--- src/rtl/hall_call_pkg.sv ---
// Shared types for the hall-call front end: call direction, the queued request
// record and the floor-index width helper.
package hall_call_pkg;

   typedef enum logic {
      DIR_DOWN = 1'b0,
      DIR_UP   = 1'b1
   } dir_e;

   // Queued records carry a fixed-width floor field; the top narrows it to its own FLOOR_W.
   localparam int FLOOR_W_MAX = 8;

   typedef struct packed {
      logic [FLOOR_W_MAX-1:0] floor;
      dir_e                   dir;
   } hall_req_t;

   function automatic int floorWidth(input int nFloors);
      return (nFloors > 1) ? $clog2(nFloors) : 1;
   endfunction

endpackage

--- src/rtl/hall_call_request_queue_debouncer.sv ---
// One hall button: two-flop synchroniser, debounce counter, debounced level and
// a registered one-cycle pulse on each debounced 0->1 transition.
module hall_button_debouncer #(
   parameter int DEBOUNCE_CYCLES = 4
) (
   input  logic clk_i,
   input  logic rst_ni,
   input  logic raw_i,
   output logic rise_o
);

   localparam int CNT_W = (DEBOUNCE_CYCLES > 1) ? $clog2(DEBOUNCE_CYCLES) : 1;

   logic             sync1_q, sync2_q;
   logic             level_q, level_d;
   logic             rise_q, rise_d;
   logic [CNT_W-1:0] count_q, count_d;

   // The level flips on the DEBOUNCE_CYCLES-th consecutive differing sample.
   always_comb begin
      level_d = level_q;
      count_d = '0;
      rise_d  = 1'b0;
      if (sync2_q != level_q) begin
         if (count_q == CNT_W'(DEBOUNCE_CYCLES - 1)) begin
            level_d = sync2_q;
            rise_d  = sync2_q;
         end else begin
            count_d = count_q + 1'b1;
         end
      end
   end

   always_ff @(posedge clk_i or negedge rst_ni) begin
      if (!rst_ni) begin
         sync1_q <= 1'b0;
         sync2_q <= 1'b0;
         level_q <= 1'b0;
         rise_q  <= 1'b0;
         count_q <= '0;
      end else begin
         sync1_q <= raw_i;
         sync2_q <= sync1_q;
         level_q <= level_d;
         rise_q  <= rise_d;
         count_q <= count_d;
      end
   end

   assign rise_o = rise_q;

endmodule

--- src/rtl/hall_call_request_queue.sv ---
// Hall-call front end: debounces every hall button, latches presses into lamp and
// pending bitmaps, and feeds the arbiter from a round-robin-filled request FIFO.
module hall_call_request_queue
   import hall_call_pkg::*;
#(
   parameter int  N_FLOORS        = 12,
   parameter int  DEBOUNCE_CYCLES = 4,
   parameter int  FIFO_DEPTH      = 8,
   localparam int FLOOR_W         = floorWidth(N_FLOORS)
) (
   input  logic               clk_i,
   input  logic               rst_ni,
   input  logic [N_FLOORS-1:0] btn_up_i,
   input  logic [N_FLOORS-1:0] btn_down_i,
   output logic               req_valid_o,
   input  logic               req_ready_i,
   output logic [FLOOR_W-1:0] req_floor_o,
   output logic               req_dir_o,
   input  logic               serviced_valid_i,
   input  logic [FLOOR_W-1:0] serviced_floor_i,
   input  logic               serviced_dir_i,
   output logic [N_FLOORS-1:0] lamp_up_o,
   output logic [N_FLOORS-1:0] lamp_down_o
);

   localparam int NSRC  = 2 * N_FLOORS;
   localparam int SRC_W = FLOOR_W + 1;
   localparam int PTR_W = $clog2(FIFO_DEPTH);

   logic [N_FLOORS-1:0] upRise, downRise;
   logic [NSRC-1:0]     srcRise, svcMask, newPress, pushCand, pushMask;
   logic [NSRC-1:0]     lamp_q, lamp_d, pending_q, pending_d;
   logic [SRC_W-1:0]    rrPtr_q, rrPtr_d, svcIdx, selIdx, headIdx;
   logic [PTR_W:0]      wrPtr_q, wrPtr_d, rdPtr_q, rdPtr_d;
   logic                selFound, fifoEmpty, fifoFull, headLit, doPush, doPop;
   int                  rrIdx;
   hall_req_t           fifoMem_q [FIFO_DEPTH];
   hall_req_t           headReq, pushReq;

   // Source index is 2*floor + dir; the top-floor up and floor-0 down buttons never raise an event.
   for (genvar f = 0; f < N_FLOORS; f++) begin : g_floor
      hall_button_debouncer #(.DEBOUNCE_CYCLES(DEBOUNCE_CYCLES)) u_up (
         .clk_i  (clk_i),
         .rst_ni (rst_ni),
         .raw_i  (btn_up_i[f]),
         .rise_o (upRise[f])
      );
      hall_button_debouncer #(.DEBOUNCE_CYCLES(DEBOUNCE_CYCLES)) u_down (
         .clk_i  (clk_i),
         .rst_ni (rst_ni),
         .raw_i  (btn_down_i[f]),
         .rise_o (downRise[f])
      );
      assign srcRise[2*f+1] = upRise[f] & (f != N_FLOORS - 1);
      assign srcRise[2*f]   = downRise[f] & (f != 0);
   end

   // A serviced strobe beats a press on the same source in the same cycle.
   always_comb begin
      svcIdx  = {serviced_floor_i, serviced_dir_i};
      svcMask = '0;
      for (int s = 0; s < NSRC; s++) begin
         svcMask[s] = serviced_valid_i && (svcIdx == SRC_W'(s));
      end
      newPress = srcRise & ~lamp_q & ~svcMask;
      pushCand = pending_q & ~svcMask;
   end

   // Round-robin search begins one past the last pushed source and ends on it.
   always_comb begin
      selFound = 1'b0;
      selIdx   = rrPtr_q;
      rrIdx    = 0;
      for (int k = 1; k <= NSRC; k++) begin
         rrIdx = int'(rrPtr_q) + k;
         if (rrIdx >= NSRC) begin
            rrIdx = rrIdx - NSRC;
         end
         if (!selFound && pushCand[rrIdx]) begin
            selFound = 1'b1;
            selIdx   = SRC_W'(rrIdx);
         end
      end
   end

   always_comb begin
      fifoEmpty = (wrPtr_q == rdPtr_q);
      fifoFull  = (wrPtr_q[PTR_W] != rdPtr_q[PTR_W]) &&
                  (wrPtr_q[PTR_W-1:0] == rdPtr_q[PTR_W-1:0]);
      headReq   = fifoMem_q[rdPtr_q[PTR_W-1:0]];
      headIdx   = {FLOOR_W'(headReq.floor), headReq.dir};
      headLit   = lamp_q[headIdx];
      // A head whose lamp has gone dark was serviced while queued and is dropped unseen.
      doPop     = !fifoEmpty && (!headLit || req_ready_i);
      doPush    = selFound && (!fifoFull || doPop);

      pushMask = '0;
      if (doPush) begin
         pushMask[selIdx] = 1'b1;
      end
      pushReq       = '0;
      pushReq.floor = FLOOR_W_MAX'(selIdx[SRC_W-1:1]);
      pushReq.dir   = dir_e'(selIdx[0]);

      lamp_d    = (lamp_q | newPress) & ~svcMask;
      pending_d = (pending_q | newPress) & ~svcMask & ~pushMask;
      rrPtr_d   = doPush ? selIdx : rrPtr_q;
      wrPtr_d   = wrPtr_q + (PTR_W + 1)'(doPush);
      rdPtr_d   = rdPtr_q + (PTR_W + 1)'(doPop);
   end

   always_ff @(posedge clk_i or negedge rst_ni) begin
      if (!rst_ni) begin
         lamp_q    <= '0;
         pending_q <= '0;
         rrPtr_q   <= '0;
         wrPtr_q   <= '0;
         rdPtr_q   <= '0;
         for (int i = 0; i < FIFO_DEPTH; i++) begin
            fifoMem_q[i] <= '0;
         end
      end else begin
         lamp_q    <= lamp_d;
         pending_q <= pending_d;
         rrPtr_q   <= rrPtr_d;
         wrPtr_q   <= wrPtr_d;
         rdPtr_q   <= rdPtr_d;
         if (doPush) begin
            fifoMem_q[wrPtr_q[PTR_W-1:0]] <= pushReq;
         end
      end
   end

   always_comb begin
      req_valid_o = !fifoEmpty && headLit;
      req_floor_o = FLOOR_W'(headReq.floor);
      req_dir_o   = headReq.dir;
      lamp_up_o   = '0;
      lamp_down_o = '0;
      for (int f = 0; f < N_FLOORS; f++) begin
         lamp_up_o[f]   = lamp_q[2*f+1];
         lamp_down_o[f] = lamp_q[2*f];
      end
   end

endmodule

--- config.mk ---
export PLATFORM = sky130hd
export DESIGN_NAME = hall_call_request_queue
export DESIGN_NICKNAME = d
export VERILOG_FILES = /design/src/rtl/hall_call_pkg.sv /design/src/rtl/hall_call_request_queue_debouncer.sv /design/src/rtl/hall_call_request_queue.sv
export SDC_FILE = /design/constraint.sdc
export NUM_CORES = 1
export LEC_CHECK = 0
export CAP_MARGIN = 10
export CORE_AREA = 10 10 187 189
export CTS_BUF_LIST = sky130_fd_sc_hd__clkbuf_4 sky130_fd_sc_hd__clkbuf_8
export DETAILED_ROUTE_END_ITERATION = 10
export DIE_AREA = 0 0 197 199
export DONT_BUFFER_PORTS = 1
export MAX_ROUTING_LAYER = met4
export RECOVER_POWER = 50
export REMOVE_ABC_BUFFERS = 1
export SLEW_MARGIN = 0
export SYNTH_ARGS = -nofsm -noshare
export SYNTH_HDL_FRONTEND = slang
export SYNTH_SLANG_ARGS = --single-unit
--- constraint.sdc ---
create_clock -name clk_i -period 12.8 [get_ports clk_i]
set_input_delay 1.92 -clock clk_i [delete_from_list [all_inputs] [get_ports clk_i]]
set_output_delay 1.92 -clock clk_i [all_outputs]
set_load 0.02 [all_outputs]
; ---- After elaboration in Yosys (flattened, before gate mapping)
; Cells that the tools add are included.
; Widths: inputs -> output; s select.
[totals]
elab_cells = 687
output_inout_bits = 30
reg_bits = 265
[classes]
magnitude_cmp = 54
add_sub_neg = 72
muxes = 243
bitwise = 13
n_reduce_logical = 104
eq_ne = 70
[ops]
columns = operator, count
row1 = $lt 32x7->1 const B, 24
row2 = $mux 32, 24
row3 = $sub 6x5->7 const B, 24
row4 = $ge 6x5->1 const B, 24
row5 = $mux 5, 26
row6 = $bmux 1 s5, 25
row7 = $and 24x24->24, 5
row8 = $mux 1, 118
row9 = $mux 2, 44
row10 = $bwmux 72, 1
row11 = $not 24->24, 3
row12 = $add 5x5->6 const B, 9
row13 = $logic_and 1x1->1, 53
row14 = $add 5x4->6 const B, 8
row15 = $or 24x24->24, 2
row16 = $add 2x1->2 const B, 22
row17 = $eq 2x2->1 const B, 22
row18 = $reduce_and 2->1, 22
row19 = $eq 5x4->1 const B, 8
row20 = $eq 5x5->1 const B, 8
row21 = $bmux 9 s3, 1
row22 = $demux 9 s3, 1
row23 = $logic_not 1->1, 26
row24 = $add 5x3->6 const B, 4
row25 = other kinds (20), 52

; ---- Logic depth before layout (Yosys ltp)
[logic_depth]
word_depth = 84
depth_mapped = 27
depth_no_buf = 19

; ---- By module
; Synthesis repeated with hierarchy kept, for this count alone.
[unflattened]
cells_unflattened = 1553
hier_area_um2 = 15587.4
[modules_own_cells]
columns = module, cells_per_inst, area_each_um2, instances, seq_area_each_um2
row1 = hall_call_request_queue, 1289, 10990.5, 1, 2527.4
row2 = hall_button_debouncer, 12, 209.0, 22, 150.1

; ---- Worst setup path after synthesis
; No wires, ideal clock.
[synth_timing]
path_type = in2reg
from = input port serviced_floor_i[0]
to = register pending_q[7]
required_ns = 12.647
t_arrival_ns = 5.996
setup_slack_ns = 6.651
n_path_buf = 5
cell_stages = 19
path_cell_list = buf_2 -> or4b_4 -> buf_6 -> o211ai_1 -> nand2_1 -> mux4_2 -> mux2i_1 -> o21a_1 -> buf_4 -> or3b_1 -> clkbuf_1 -> nor4_4 -> buf_4 -> a32o_1 -> nor4_1 -> o21a_1 -> or2_1 -> a21oi_2 -> a41oi_1
[synth_between]
elab_chain_cells = 84
word_cells_on_any_way = 228
[synth_rtl]
columns = item, line_no
row1 = start: declaration, hall_call_request_queue.sv:20  ; input logic [FLOOR_W-1:0] serviced_floor_i,
row2 = "$eq 5x1->1, or another cell as far along", hall_call_request_queue.sv:63  ; svcMask[s] = serviced_valid_i && (svcIdx == SRC_W'(s));
row3 = $logic_and 1x1->1, hall_call_request_queue.sv:63
row4 = $not 24->24 *, "hall_call_request_queue.sv:65, hall_call_request_queue.sv:66, hall_call_request_queue.sv:106"
row5 = $and 24x24->24, hall_call_request_queue.sv:66  ; pushCand = pending_q & ~svcMask;
row6 = $bmux 1 s5, hall_call_request_queue.sv:79  ; if (!selFound && pushCand[rrIdx]) begin
row7 = $mux 1 (implied by the code) (2 in a row), hall_call_request_queue.sv:79
row8 = $mux 1, hall_call_request_queue.sv:79
row9 = $logic_not 1->1, hall_call_request_queue.sv:79
row10 = (+68 left out), -
row11 = $lt 5x6->1 (implied by the code) / $ge 5x1->1 (equally long branches), hall_call_request_queue.sv:99  ; pushMask[selIdx] = 1'b1;
row12 = $logic_and 1x1->1 (implied by the code), hall_call_request_queue.sv:99
row13 = $mux 1 (implied by the code), hall_call_request_queue.sv:99
row14 = $demux 1 s5, hall_call_request_queue.sv:99
row15 = $mux 24, hall_call_request_queue.sv:98  ; if (doPush) begin
row16 = $not 24->24, hall_call_request_queue.sv:106  ; pending_d = (pending_q | newPress) & ~svcMask & ~pushMask;
row17 = $and 24x24->24 *, hall_call_request_queue.sv:106
row18 = named net pending_d[7], hall_call_request_queue.sv:32  ; logic [NSRC-1:0] lamp_q, lamp_d, pending_q, pending_d;
row19 = end signal: assignment, hall_call_request_queue.sv:124  ; pending_q <= pending_d;
row20 = end: declaration, hall_call_request_queue.sv:32
; The timed path passes the listed nets; every way through them passes the cells marked *. The select of a mux whose other input is x is not followed.
; A chain may end at the register's enable or synchronous reset.

; ---- Worst setup path in the final report
[layout_timing]
from = register rrPtr_q[1]
to = register pending_q[16]
[layout_between]
elab_chain_cells = 83
word_cells_on_any_way = 271
[layout_rtl]
columns = item, line_no
row1 = start: declaration, hall_call_request_queue.sv:33  ; logic [SRC_W-1:0] rrPtr_q, rrPtr_d, svcIdx, selIdx, headIdx;
row2 = start signal: assignment, hall_call_request_queue.sv:125  ; rrPtr_q <= rrPtr_d;
row3 = $add 5x1->6, hall_call_request_queue.sv:75  ; rrIdx = int'(rrPtr_q) + k;
row4 = $sub 6x5->7 / $ge 6x5->1 (equally long branches), "hall_call_request_queue.sv:77, hall_call_request_queue.sv:76"
row5 = $mux 32, hall_call_request_queue.sv:76  ; if (rrIdx >= NSRC) begin
row6 = $bmux 1 s5, hall_call_request_queue.sv:79
row7 = $mux 1 (implied by the code) (2 in a row), hall_call_request_queue.sv:79
row8 = $mux 1, hall_call_request_queue.sv:79
row9 = $logic_not 1->1, hall_call_request_queue.sv:79
row10 = $logic_and 1x1->1, hall_call_request_queue.sv:79
row11 = (+67 left out), -
row12 = $lt 5x6->1 (implied by the code) / $ge 5x1->1 (equally long branches), hall_call_request_queue.sv:99
row13 = $logic_and 1x1->1 (implied by the code), hall_call_request_queue.sv:99
row14 = $mux 1 (implied by the code), hall_call_request_queue.sv:99
row15 = $demux 1 s5, hall_call_request_queue.sv:99
row16 = $mux 24 *, hall_call_request_queue.sv:98
row17 = $not 24->24 *, hall_call_request_queue.sv:106
row18 = $and 24x24->24 *, hall_call_request_queue.sv:106
row19 = named net pending_d[16], hall_call_request_queue.sv:32
; Marks and branches as above.

==> summary.md <==
| Metric | Value |
|---|---|
| Startpoint Class | flop |
| Die footprint | a little under 40000 µm² |
| Critical Path Sink Type | flop |
| Skew-Pair Late Insertion Delay | between 0.5 and 0.6 ns |
| Crit Path Max Fanout | 34 |
| Post-CTS Hold Buffers | 0 |
| First-pass GRT wire length | 71200 µm |
| Remaining antenna violation count | 0 |
| IO Port Bufs | 0 |
| Post-synth cell types | ~100 |
| Post-synthesis cell count | about 1600 |
| Root buffer cell | clkbuf_8 |
| Chip height | about 200 µm |
| Clk_skew | roughly 0.033 ns |
| Pins Over Slew Limit | 0 |
| Final Cycle Share | between 60% and 70% |
| Final hold violation count | 0 |
| HPWL after DPL | 34200 µm |
| WP data required | 13.17 ns |
| Clk pin slew, worst setup/hold paths | roughly 0.060 ns |
| Initial antenna violation count | 0 |
| WL per Instance | 23.5 µm |
| Detailed Routing Iterations Pass 1 | 5 |
| Clock sink total | 233 |
| CTS tree | built |
| Hold Crit Start | g_floor[11].u_down.sync1_q |
| Worst EP arrival | between 8 and 9 ns |
| CTS Buffer Depth | 3 |
| Most common cell after layout, fill and taps aside | dfrtp_1 |
| Routed vias | between 10000 and 15000 |
| DRC viols | 0 |
| Final net count | 1629 |
| Initial core utilization | between 40% and 50% |
| Yosys reg bits | around 230 |
| Met2 usage | between 30 and 40% |
| Layout area overhead | 7.01% |
| Core area | 31200 µm² |
| Largest area contributor in the netlist | dfrtp_1 |
| Slew margin rel. | 23.5% |
| CP Class | flop to flop |
| Worst Hold Class | flop to flop |
| Syn avg cell area | between 9 and 10 µm² |
| H-tree Lvls | 2 |
| Vias per cell | around 6.4 |
| Origin of the worst setup path | rrPtr_q[1] |
| Vias in the first global route | between 10000 and 15000 |
| GRT Total Usage | around a quarter |
| Post-synth EDFFs | 0 |
| Total routed wirelength | 45900 µm |
| Ys Warns | 0 |
| Min cycle time layout | 7.92 ns |
| CTS Buf Count | 40 |
| Postcts setup bufs | 0 |
| GRT Residual Overflow | 0 |
| Max Freq | 0.126 GHz |
| Met3 Track Usage GR | 4.97% |
| Maxcap violations | 0 |
| Layer with the highest usage | met2 |
| Commonest cells after routing, fill and taps aside | dfrtp_1 (233), nand2_1 (92), nor2_1 (78), o21ai_0 (74), nand3_1 (68) |
| Area of the mapped netlist | 15400 µm² |
| Die width | about 200 µm |
| Top post-synthesis cells by area | dfrtp_1 (38%), ha_1 (5.4%), mux4_2 (4.4%), mux2_2 (4.1%), xnor2_1 (3.1%) |
| Status | completed |
| I/O Pins | 63 |
| Setup Viol. Count Final | 0 |
| Drt initial violations | between 1000 and 1500 |
| Share of the synthesized area in the top cell type | ~38% |
| Antenna cells | 0 |
| RSZ-0062 raised after global routing | false |
| Final Wtd Congestion | ~0.96 |
| Asr flop ratio synth | 100% |
| Worst-Margin Slew | approximately 1.1 ns |
| Resize count post-CTS | 0 |
| Largest net degree at the start of global routing | between 200 and 250 |
| Layout cells sized above 1 | about 14% |
| Post-synthesis sequential area ratio | 37.8% |
| Reg2Reg Launch Point | rrPtr_q[1] |
| Cell Rows | 65 |
| Top FF cell, synth | dfrtp_1 |
| GR Util met1 | 29.6% |
| Setup TNS | 0 ns |
[through the flow]
stage / cell area [µm²] / hold WS (ns) / cells / setup slack, ns / util (%)
global route: 16500 / 0.356 / 1956 / 4.39 / 52.8
finish: 16500 / 0.340 / 1956 / 4.88 / 52.8
global placement: 15700 / 0.332 / 1889 / 4.82 / 50.1
detailed placement: 15700 / 0.335 / 1889 / 4.80 / 50.1
floorplan: 15000 / 0.331 / 1469 / 6.23 / -
CTS: 16500 / 0.342 / 1955 / 5.17 / 52.8
[synth_stat cells, drive strengths merged, types with 10 or more instances]
cell    number
mux2i       39
o22ai       16
nor2b       64
a31oi       28
nor4        15
a21o        17
a21boi      11
and2        23
mux2        57
o211ai      32
nand3b      10
ha          66
nor2        79
clkbuf      46
and3b       26
xnor2       56
dfrtp      233
nand3       69
nand2       93
nor3        53
nor3b       12
a211oi      19
buf         38
mux4        30
nand2b      14
a41oi       13
a21oi       59
o21a        30
nand4       19
and4        10
o21ai       81
inv         41
[cell families (layout without fill, tap and decap cells)]
| group | after synthesis | count (layout) | share of synthesized area, % |
|---|---|---|---|
| fa+ha+maj | 66 | 66 | 5.35 |
| buf+inv | 126 | 127 | 3.67 |
| compound gates | 409 | 409 | 18.9 |
| mux | 126 | 126 | 11.1 |
| xor+xnor | 61 | 61 | 3.51 |
| flops | 233 | 233 | 37.8 |
| simple gates | 532 | 532 | 19.7 |
[flip-flops by register name, indices dropped and copies added (netlist names), 22 cells and up]
| signal | flops |
|---|---|
| lamp_q | 24 |
| g_floor.u_up.count_q | 22 |
| fifoMem_q | 40 |
| g_floor.u_down.count_q | 22 |
| pending_q | 24 |
[area by class of cell]
| cell class | count | area (µm²) |
|---|---|---|
| Tap cell | 402 | 503 |
| Inverter | 42 | 158 |
| Sequential cell | 233 | 5830 |
| Multi-Input combinational cell | 1194 | 9030 |
| Clock buffer | 56 | 727 |
| Fill cell | 2862 | 14700 |
| Timing Repair Buffer | 19 | 140 |
| Clock inverter | 10 | 115 |
[worst max-delay path, cell delays in order (launching register included)]
cell      delay (ns)
dfrtp_1         0.32
buf_4           0.42
inv_1           0.33
buf_4           0.30
ha_1            0.42
nand2b_1        0.26
xnor2_1         0.42
inv_1           0.09
ha_1            0.19
a21oi_1         0.27
a21boi_0        0.20
o21ai_0         0.19
nor3b_1         0.26
nor3_2          0.42
nand4_1         0.71
nor4_4          0.92
nand3_1         0.33
a41oi_1         0.31
nor4_1          0.08
o21ai_0         0.15
and2_1          0.85
a41oi_1         0.24
[routing by layer]
layer / share of wire, % / routed length (µm) / vias up
met5: 0 / 0 / -
met4: 3.1 / 1420 / 0
met3: 7.3 / 3370 / 90
met2: 47 / 21700 / 454
met1: 42 / 19400 / 6225
li1: - / - / 5821
[path summary, 6_finish.rpt]
path                                                   end  slack [ns]  cells past startpoint
worst max-delay path                         pending_q[16]        4.88                     21
worst min-delay path            g_floor[11].u_down.sync2_q        0.34                      0
worst max register to register               pending_q[16]        4.88                     21
worst min register to register  g_floor[11].u_down.sync2_q        0.34                      0
max in group asynchronous                       wrPtr_q[2]       11.33                      0
min in group asynchronous       g_floor[5].u_up.count_q[1]        1.08                      0
Power is left out: the tool's default activity adds up to more than one toggle a clock period on the data nets, which glitch-free logic cannot reach.
